**config.mk**
```make
export PLATFORM = sky130hd
export DESIGN_NAME = run_countdown
export DESIGN_NICKNAME = d
export VERILOG_FILES = /design/src/rtl/run_countdown.sv
export SDC_FILE = /design/constraint.sdc
export NUM_CORES = 1
export LEC_CHECK = 0
export ABC_AREA = 1
export BUFFER_PORTS_ARGS = -buffer_cell sky130_fd_sc_hd__buf_2
export CORE_MARGIN = 2
export CORE_UTILIZATION = 35
export DETAILED_ROUTE_END_ITERATION = 6
export PLACE_DENSITY = 0.54
export SETUP_SLACK_MARGIN = 0.3
export SYNTH_ARGS = -nofsm -noshare
export SYNTH_HDL_FRONTEND = slang
export SYNTH_SLANG_ARGS = --single-unit
```
**constraint.sdc**
```tcl
create_clock -name clk -period 2.9 [get_ports clk]
set_clock_uncertainty 0.2 [all_clocks]
set_input_delay 0.58 -clock clk [delete_from_list [all_inputs] [get_ports clk]]
set_output_delay 0.58 -clock clk [all_outputs]
set_load 0.01 [all_outputs]
```
**src/rtl/run_countdown.sv**
```systemverilog
// -----------------------------------------------------------------------------
// run_countdown
//   HH:MM:SS countdown timer in packed BCD.
//   The preset is mirrored (clamped) while IDLE. A rising edge on go loads the
//   preset and starts counting. A falling edge on go pauses the count. The
//   block alarms when the count reaches zero.
//
// Parameters
//   TICK_DIV  clk cycles per countdown second
//
// Ports
//   clk      system clock, rising edge
//   rst_n    asynchronous active-low reset
//   go       run request level (high = run, low = stop)
//   tmp      preset {hr_10,hr_1,f,min_10,min_1,f,sec_10,sec_1}
//   clr      synchronous clear back to IDLE
//   disp     remaining time, same packing as tmp, separators 4'hf
//   state    IDLE=0, RUN=1, PAUSE=2, DONE=3
//   running  high while state==RUN
//   alarm    high while state==DONE
//   done     one-cycle pulse on entry to DONE
// -----------------------------------------------------------------------------
module run_countdown #(
  parameter int unsigned TICK_DIV = 32'd100000000
) (
  input  logic        clk,
  input  logic        rst_n,
  input  logic        go,
  input  logic [31:0] tmp,
  input  logic        clr,
  output logic [31:0] disp,
  output logic [1:0]  state,
  output logic        running,
  output logic        alarm,
  output logic        done
);

  // A divide-by-1 still needs a one-bit prescaler that is always at its max.
  localparam int unsigned   PW      = (TICK_DIV > 32'd1) ? $clog2(TICK_DIV) : 1;
  localparam logic [PW-1:0] PRE_MAX = PW'(TICK_DIV - 32'd1);

  typedef enum logic [1:0] {
    ST_IDLE  = 2'd0,
    ST_RUN   = 2'd1,
    ST_PAUSE = 2'd2,
    ST_DONE  = 2'd3
  } state_e;

  state_e        state_q, state_d;
  logic [PW-1:0] pre_q, pre_d;
  logic [23:0]   cnt_q, cnt_d;      // {hr_10,hr_1,min_10,min_1,sec_10,sec_1}
  logic          go_q;
  logic          running_q, alarm_q, done_q;

  logic          go_rise_s, go_fall_s, tick_s;
  logic [23:0]   preset_s, dec_s;

  // Clamp preset digits into legal BCD ranges (tens of min/sec <= 5).
  function automatic logic [23:0] clamp_preset(input logic [31:0] p);
    logic [3:0] h10, h1, m10, m1, s10, s1;
    h10 = (p[31:28] > 4'd9) ? 4'd9 : p[31:28];
    h1  = (p[27:24] > 4'd9) ? 4'd9 : p[27:24];
    m10 = (p[19:16] > 4'd5) ? 4'd5 : p[19:16];
    m1  = (p[15:12] > 4'd9) ? 4'd9 : p[15:12];
    s10 = (p[7:4]   > 4'd5) ? 4'd5 : p[7:4];
    s1  = (p[3:0]   > 4'd9) ? 4'd9 : p[3:0];
    return {h10, h1, m10, m1, s10, s1};
  endfunction

  // One-second BCD decrement with borrow ripple; hr_10 never wraps below 0.
  function automatic logic [23:0] bcd_dec(input logic [23:0] v);
    logic [23:0] r;
    logic        borrow;
    logic [3:0]  dig;
    logic [3:0]  top;
    r      = v;
    borrow = 1'b1;
    for (int i = 0; i < 6; i++) begin
      dig = v[i*4 +: 4];
      if (i == 32'sd5) begin
        top = 4'd0;
      end else if ((i == 32'sd1) || (i == 32'sd3)) begin
        top = 4'd5;
      end else begin
        top = 4'd9;
      end
      if (!borrow) begin
        r[i*4 +: 4] = dig;
      end else if (dig == 4'd0) begin
        r[i*4 +: 4] = top;            // borrow keeps rippling upward
      end else begin
        r[i*4 +: 4] = dig - 4'd1;
        borrow      = 1'b0;
      end
    end
    return r;
  endfunction

  assign go_rise_s = go & ~go_q;
  assign go_fall_s = ~go & go_q;
  assign tick_s    = (pre_q == PRE_MAX);
  assign preset_s  = clamp_preset(tmp);
  assign dec_s     = bcd_dec(cnt_q);

  // Next-state, prescaler and counter logic.
  always_comb begin
    state_d = state_q;
    pre_d   = pre_q;
    cnt_d   = cnt_q;
    if (clr) begin
      state_d = ST_IDLE;
      pre_d   = '0;
      cnt_d   = preset_s;
    end else begin
      case (state_q)
        ST_IDLE: begin
          cnt_d = preset_s;
          if (go_rise_s) begin
            state_d = ST_RUN;
            pre_d   = '0;
          end else begin
            state_d = ST_IDLE;
          end
        end
        ST_RUN: begin
          if (cnt_q == 24'h000000) begin
            // A zero load finishes without taking a tick.
            state_d = ST_DONE;
          end else if (tick_s) begin
            pre_d = '0;
            cnt_d = dec_s;
            if (dec_s == 24'h000000) begin
              state_d = ST_DONE;
            end else if (go_fall_s) begin
              state_d = ST_PAUSE;
            end else begin
              state_d = ST_RUN;
            end
          end else begin
            pre_d = pre_q + {{(PW-1){1'b0}}, 1'b1};
            if (go_fall_s) begin
              state_d = ST_PAUSE;
            end else begin
              state_d = ST_RUN;
            end
          end
        end
        ST_PAUSE: begin
          // Prescaler holds so the partial second resumes where it stopped.
          if (go_rise_s) begin
            state_d = ST_RUN;
          end else begin
            state_d = ST_PAUSE;
          end
        end
        ST_DONE: begin
          cnt_d = 24'h000000;
          if (go_fall_s) begin
            state_d = ST_IDLE;
          end else begin
            state_d = ST_DONE;
          end
        end
        default: begin
          state_d = ST_IDLE;
          pre_d   = '0;
          cnt_d   = 24'h000000;
        end
      endcase
    end
  end

  // State, counter and registered status outputs.
  always_ff @(posedge clk or negedge rst_n) begin
    if (!rst_n) begin
      state_q   <= ST_IDLE;
      pre_q     <= '0;
      cnt_q     <= 24'h000000;
      go_q      <= 1'b0;
      running_q <= 1'b0;
      alarm_q   <= 1'b0;
      done_q    <= 1'b0;
    end else begin
      state_q   <= state_d;
      pre_q     <= pre_d;
      cnt_q     <= cnt_d;
      go_q      <= go;
      running_q <= (state_d == ST_RUN);
      alarm_q   <= (state_d == ST_DONE);
      done_q    <= (state_d == ST_DONE) && (state_q != ST_DONE);
    end
  end

  assign disp    = {cnt_q[23:16], 4'hf, cnt_q[15:8], 4'hf, cnt_q[7:0]};
  assign state   = state_q;
  assign running = running_q;
  assign alarm   = alarm_q;
  assign done    = done_q;

endmodule

```
==> summary.txt <==
Floorplan
  – Area of the core: 10400 sq um
  – Overall die area: 11600 sq um
  – Die boundary height: 108 um
  – Initial core utilization: 36.2%
  – Top Ports: 73
  – Chip Width: 108 um
  – Number of placement rows: 37

Power and ir drop
  – Internal Dissipation: 1.38 mW
  – Tot Pwr: 2.05 mW
  – Net switching power of the design: 670 uW
  – Leakage power total: 2.26 nW
  – VDD IR max: 197 uV
  – Logic gate share of total power: 24.0%
  – Sw Share: 32.7%
  – Pwr per Cell Area: 442 nW/um^2
  – Clock network fraction of total power: 32.1%
  – Reg power frac: 43.9%

Layout
  – Number of antenna repair diodes: 0
  – Final net count: 659
  – Share of cells above drive strength 1: 22.7%
  – Fill count: 1045
  – Final Instance Area: 4640 sq um
  – Final Non-Filler Cells: 756
  – Post-synthesis to final-layout area growth: 23.0%

Worst setup path
  – Top fanout value on the critical path: 7
  – Start point of the critical path: cnt_q[2]$_DFFE_PN0P_
  – CP Data Arrival Time: 2500 ps
  – Setup Crit Path Kind: flop to flop
  – Required time reported for the critical path endpoint: 2960 ps
  – CP Capture Type: flop
  – Source of the worst register-to-register timing path: cnt_q[2]$_DFFE_PN0P_
  – Kind of start point of the critical path: flop

Place
  – Post-placement cell area: 4210 sq um
  – Count of input and output buffers: 56
  – Final RePlAce weighted congestion: 0.868
  – Placed instance count: 724
  – Total half-perimeter wirelength after legalization and detailed placement: 7.45 mm

Synth
  – Gate count of the mapped netlist: 534
  – Number of unique standard cell types used by synthesis: 43
  – Fraction of the yosys area taken by sequential cells: 37.8%
  – Largest cells by area after synthesis: dfrtp_1, nand2_1, inv_1, o21ai_0, nor2_1
  – Post-synth top area cell: dfrtp_1
  – Post-synth top flop: dfrtp_1
  – Netlist area before placement: 3770 sq um
  – Warnings, synthesis: 0
  – Mean instance size in the synthesized netlist: 7.07 sq um
  – Proportion of synthesized flip-flops having asynchronous set or reset: 100%
  – EDFF count, synth: 0
  – Yosys reg bits: 57
  – Proportion of netlist area held by the largest area contributor: 37.8%

Timing
  – Final period util: 84.2%
  – RSZ-0062 raised after global routing: yes
  – Post-layout min period: 2440 ps
  – Number of setup violations in the final report: 0
  – TNS Setup: 0 ps
  – Final number of hold-violating endpoints: 0
  – Top achievable clock speed: 410 MHz
  – Pins over their slew limit: 0

Hold path
  – Path type of the worst min-delay path: input pin to asynchronous set/reset pin

Run
  – Number of maximum-capacitance violations: 0

CTS
  – Number of clock sinks: 57
  – Number of CTS-inserted buffers: 9
  – CTS Root Cell: clkbuf_8
  – TritonCTS clock tree: built
  – Hold-fix buffer count after cts: 0
  – Clock latency on the worst-skew pair: 330 ps
  – Number of levels the H-tree was split into: 3
  – Clock slew at reported path FFs: 70 ps
  – Number of buffers on the longest clock path: 2

Status
  – Result of the run: complete, no violations

Route
  – Via density: 4.92
  – Final WL: 9.99 mm
  – Routed len/inst: 13.2 um
  – Number of routed nets with antenna violations: 0
  – Total DRC errors in the routed layout: 0
  – DR vias: 3719
  – Initial detailed-routing violation count: 196
  – Initial DRT Pass Iterations: 5

GRT
  – Via count of the first global-routing pass: 3493
  – Pin count of the biggest net entering global routing: 40
  – Total grt overflow: 0
  – Number of antenna violations at the first check in global routing: 0
  – Global-route wire length before repair: 16.7 mm
  – Total GRT Usage: 18.2%
[cells in the mapped netlist (all sizes together), types with 2 or more instances]
library cell	n
inv	84
nor3	10
buf	12
o31ai	2
o21a	2
nand3	29
o211ai	3
o21ai	46
clkbuf	5
nand4	10
a32oi	4
ha	6
o221ai	4
o22ai	3
nor4	4
nand2	134
nor2	70
a21oi	27
a211oi	2
a22oi	3
xor2	4
dfrtp	57
a31oi	4
[final timing paths]
check,end,slack [ps],depth (start not counted)
worst max-delay path,done$_DFF_PN0_,460,14
worst min-delay path,cnt_q[18]$_DFFE_PN0P_,4,1
max in group asynchronous,cnt_q[4]$_DFFE_PN0P_,1900,2
min in group clk,go_q$_DFF_PN0_,230,1
worst min register to register,pre_q[20]$_DFFE_PN0P_,300,1
worst max register to register,done$_DFF_PN0_,460,14
[sequential cells by signal, indices dropped and copies added, names as in the netlist]
| register | flops |
|---|---|
| state | 2 |
| alarm | 1 |
| done | 1 |
| cnt_q | 24 |
| pre_q | 27 |
| running | 1 |
| go_q | 1 |
[placed cells by master (no fill, tap or decap), drive strengths merged, types with 2 or more instances in the layout]
| cell | Yosys | routed |
|---|---|---|
| a211oi | 2 | 2 |
| a21oi | 27 | 27 |
| a22oi | 3 | 3 |
| a31oi | 4 | 4 |
| a32oi | 4 | 4 |
| buf | 12 | 82 |
| clkbuf | 5 | 14 |
| conb | 1 | 8 |
| dfrtp | 57 | 57 |
| ha | 6 | 6 |
| inv | 84 | 83 |
| nand2 | 134 | 134 |
| nand3 | 29 | 29 |
| nand4 | 10 | 10 |
| nor2 | 70 | 70 |
| nor3 | 10 | 10 |
| nor4 | 4 | 4 |
| o211ai | 3 | 3 |
| o21a | 2 | 2 |
| o21ai | 46 | 46 |
| o221ai | 4 | 4 |
| o22ai | 3 | 3 |
| o31ai | 2 | 2 |
| xor2 | 4 | 4 |
[power groups by stage]
stage,logic [mW],registers [mW],clock network (mW)
after CTS,0.444,0.893,0.679
after detailed placement,0.437,0.908,0
final,0.493,0.900,0.658
after global routing,0.555,0.906,0.713
after global placement,0.434,0.904,0
after floorplan,0.271,0.918,0
[per-layer routing]
layer / share of wire [%] / GRT usage, % / up-vias
li1: - / - / 1890
met3: 5.5 / 2.72 / 14
met1: 49 / 26.9 / 1716
met5: 0 / 0 / -
met2: 44 / 27.0 / 99
met4: 1.6 / 6.14 / 0
[final cells by class]
| class | count | area (sq um) | share of cell area, % |
|---|---|---|---|
| sequential | 57 | 1430 | 30.9 |
| inverter | 84 | 324 | 6.98 |
| clock buffer | 14 | 163 | 3.50 |
| tap | 136 | 170 | 3.66 |
| multi-input combinational | 383 | 2050 | 44.2 |
| timing repair buffer | 82 | 500 | 10.8 |
[critical path, cell delays in order (launching register included)]
cell	delay, ps
dfrtp_1	420
nor2_4	170
nand2_4	100
nor2_8	210
buf_12	150
nand2_2	80
o21ai_4	180
nand4_1	140
nor2_1	130
nand2_1	80
nand2_1	60
nand2_1	60
a21boi_2	200
nand2_2	90
nor2_2	100
[metrics by stage]
stage | setup WS (ps) | hold WS, ps | utilization [%]
after floorplan | 656 | 84.4 | -
after CTS | 339 | 18.0 | 42.3
final | 459 | 3.78 | 44.6
after global routing | 236 | 52.0 | 44.6
after global placement | 319 | 270 | 40.4
after detailed placement | 247 | 280 | 40.4
[kinds of logic after synthesis]
group	synth area share, %
buffers and inverters	11.5
XOR/XNOR	0.928
flip-flops	37.8
AO/OA/AOI/OAI	16.5
other	0.0994
adder cells (fa/ha/maj)	1.99
AND/OR/NAND/NOR	31.2
[what timing repair did]
item	in CTS	in global routing
endpoints found under the setup margin	9	36
pin swaps	2	19
gates resized for setup	0	38
buffers inserted	3	15
Power figures use the tool's default switching activity.
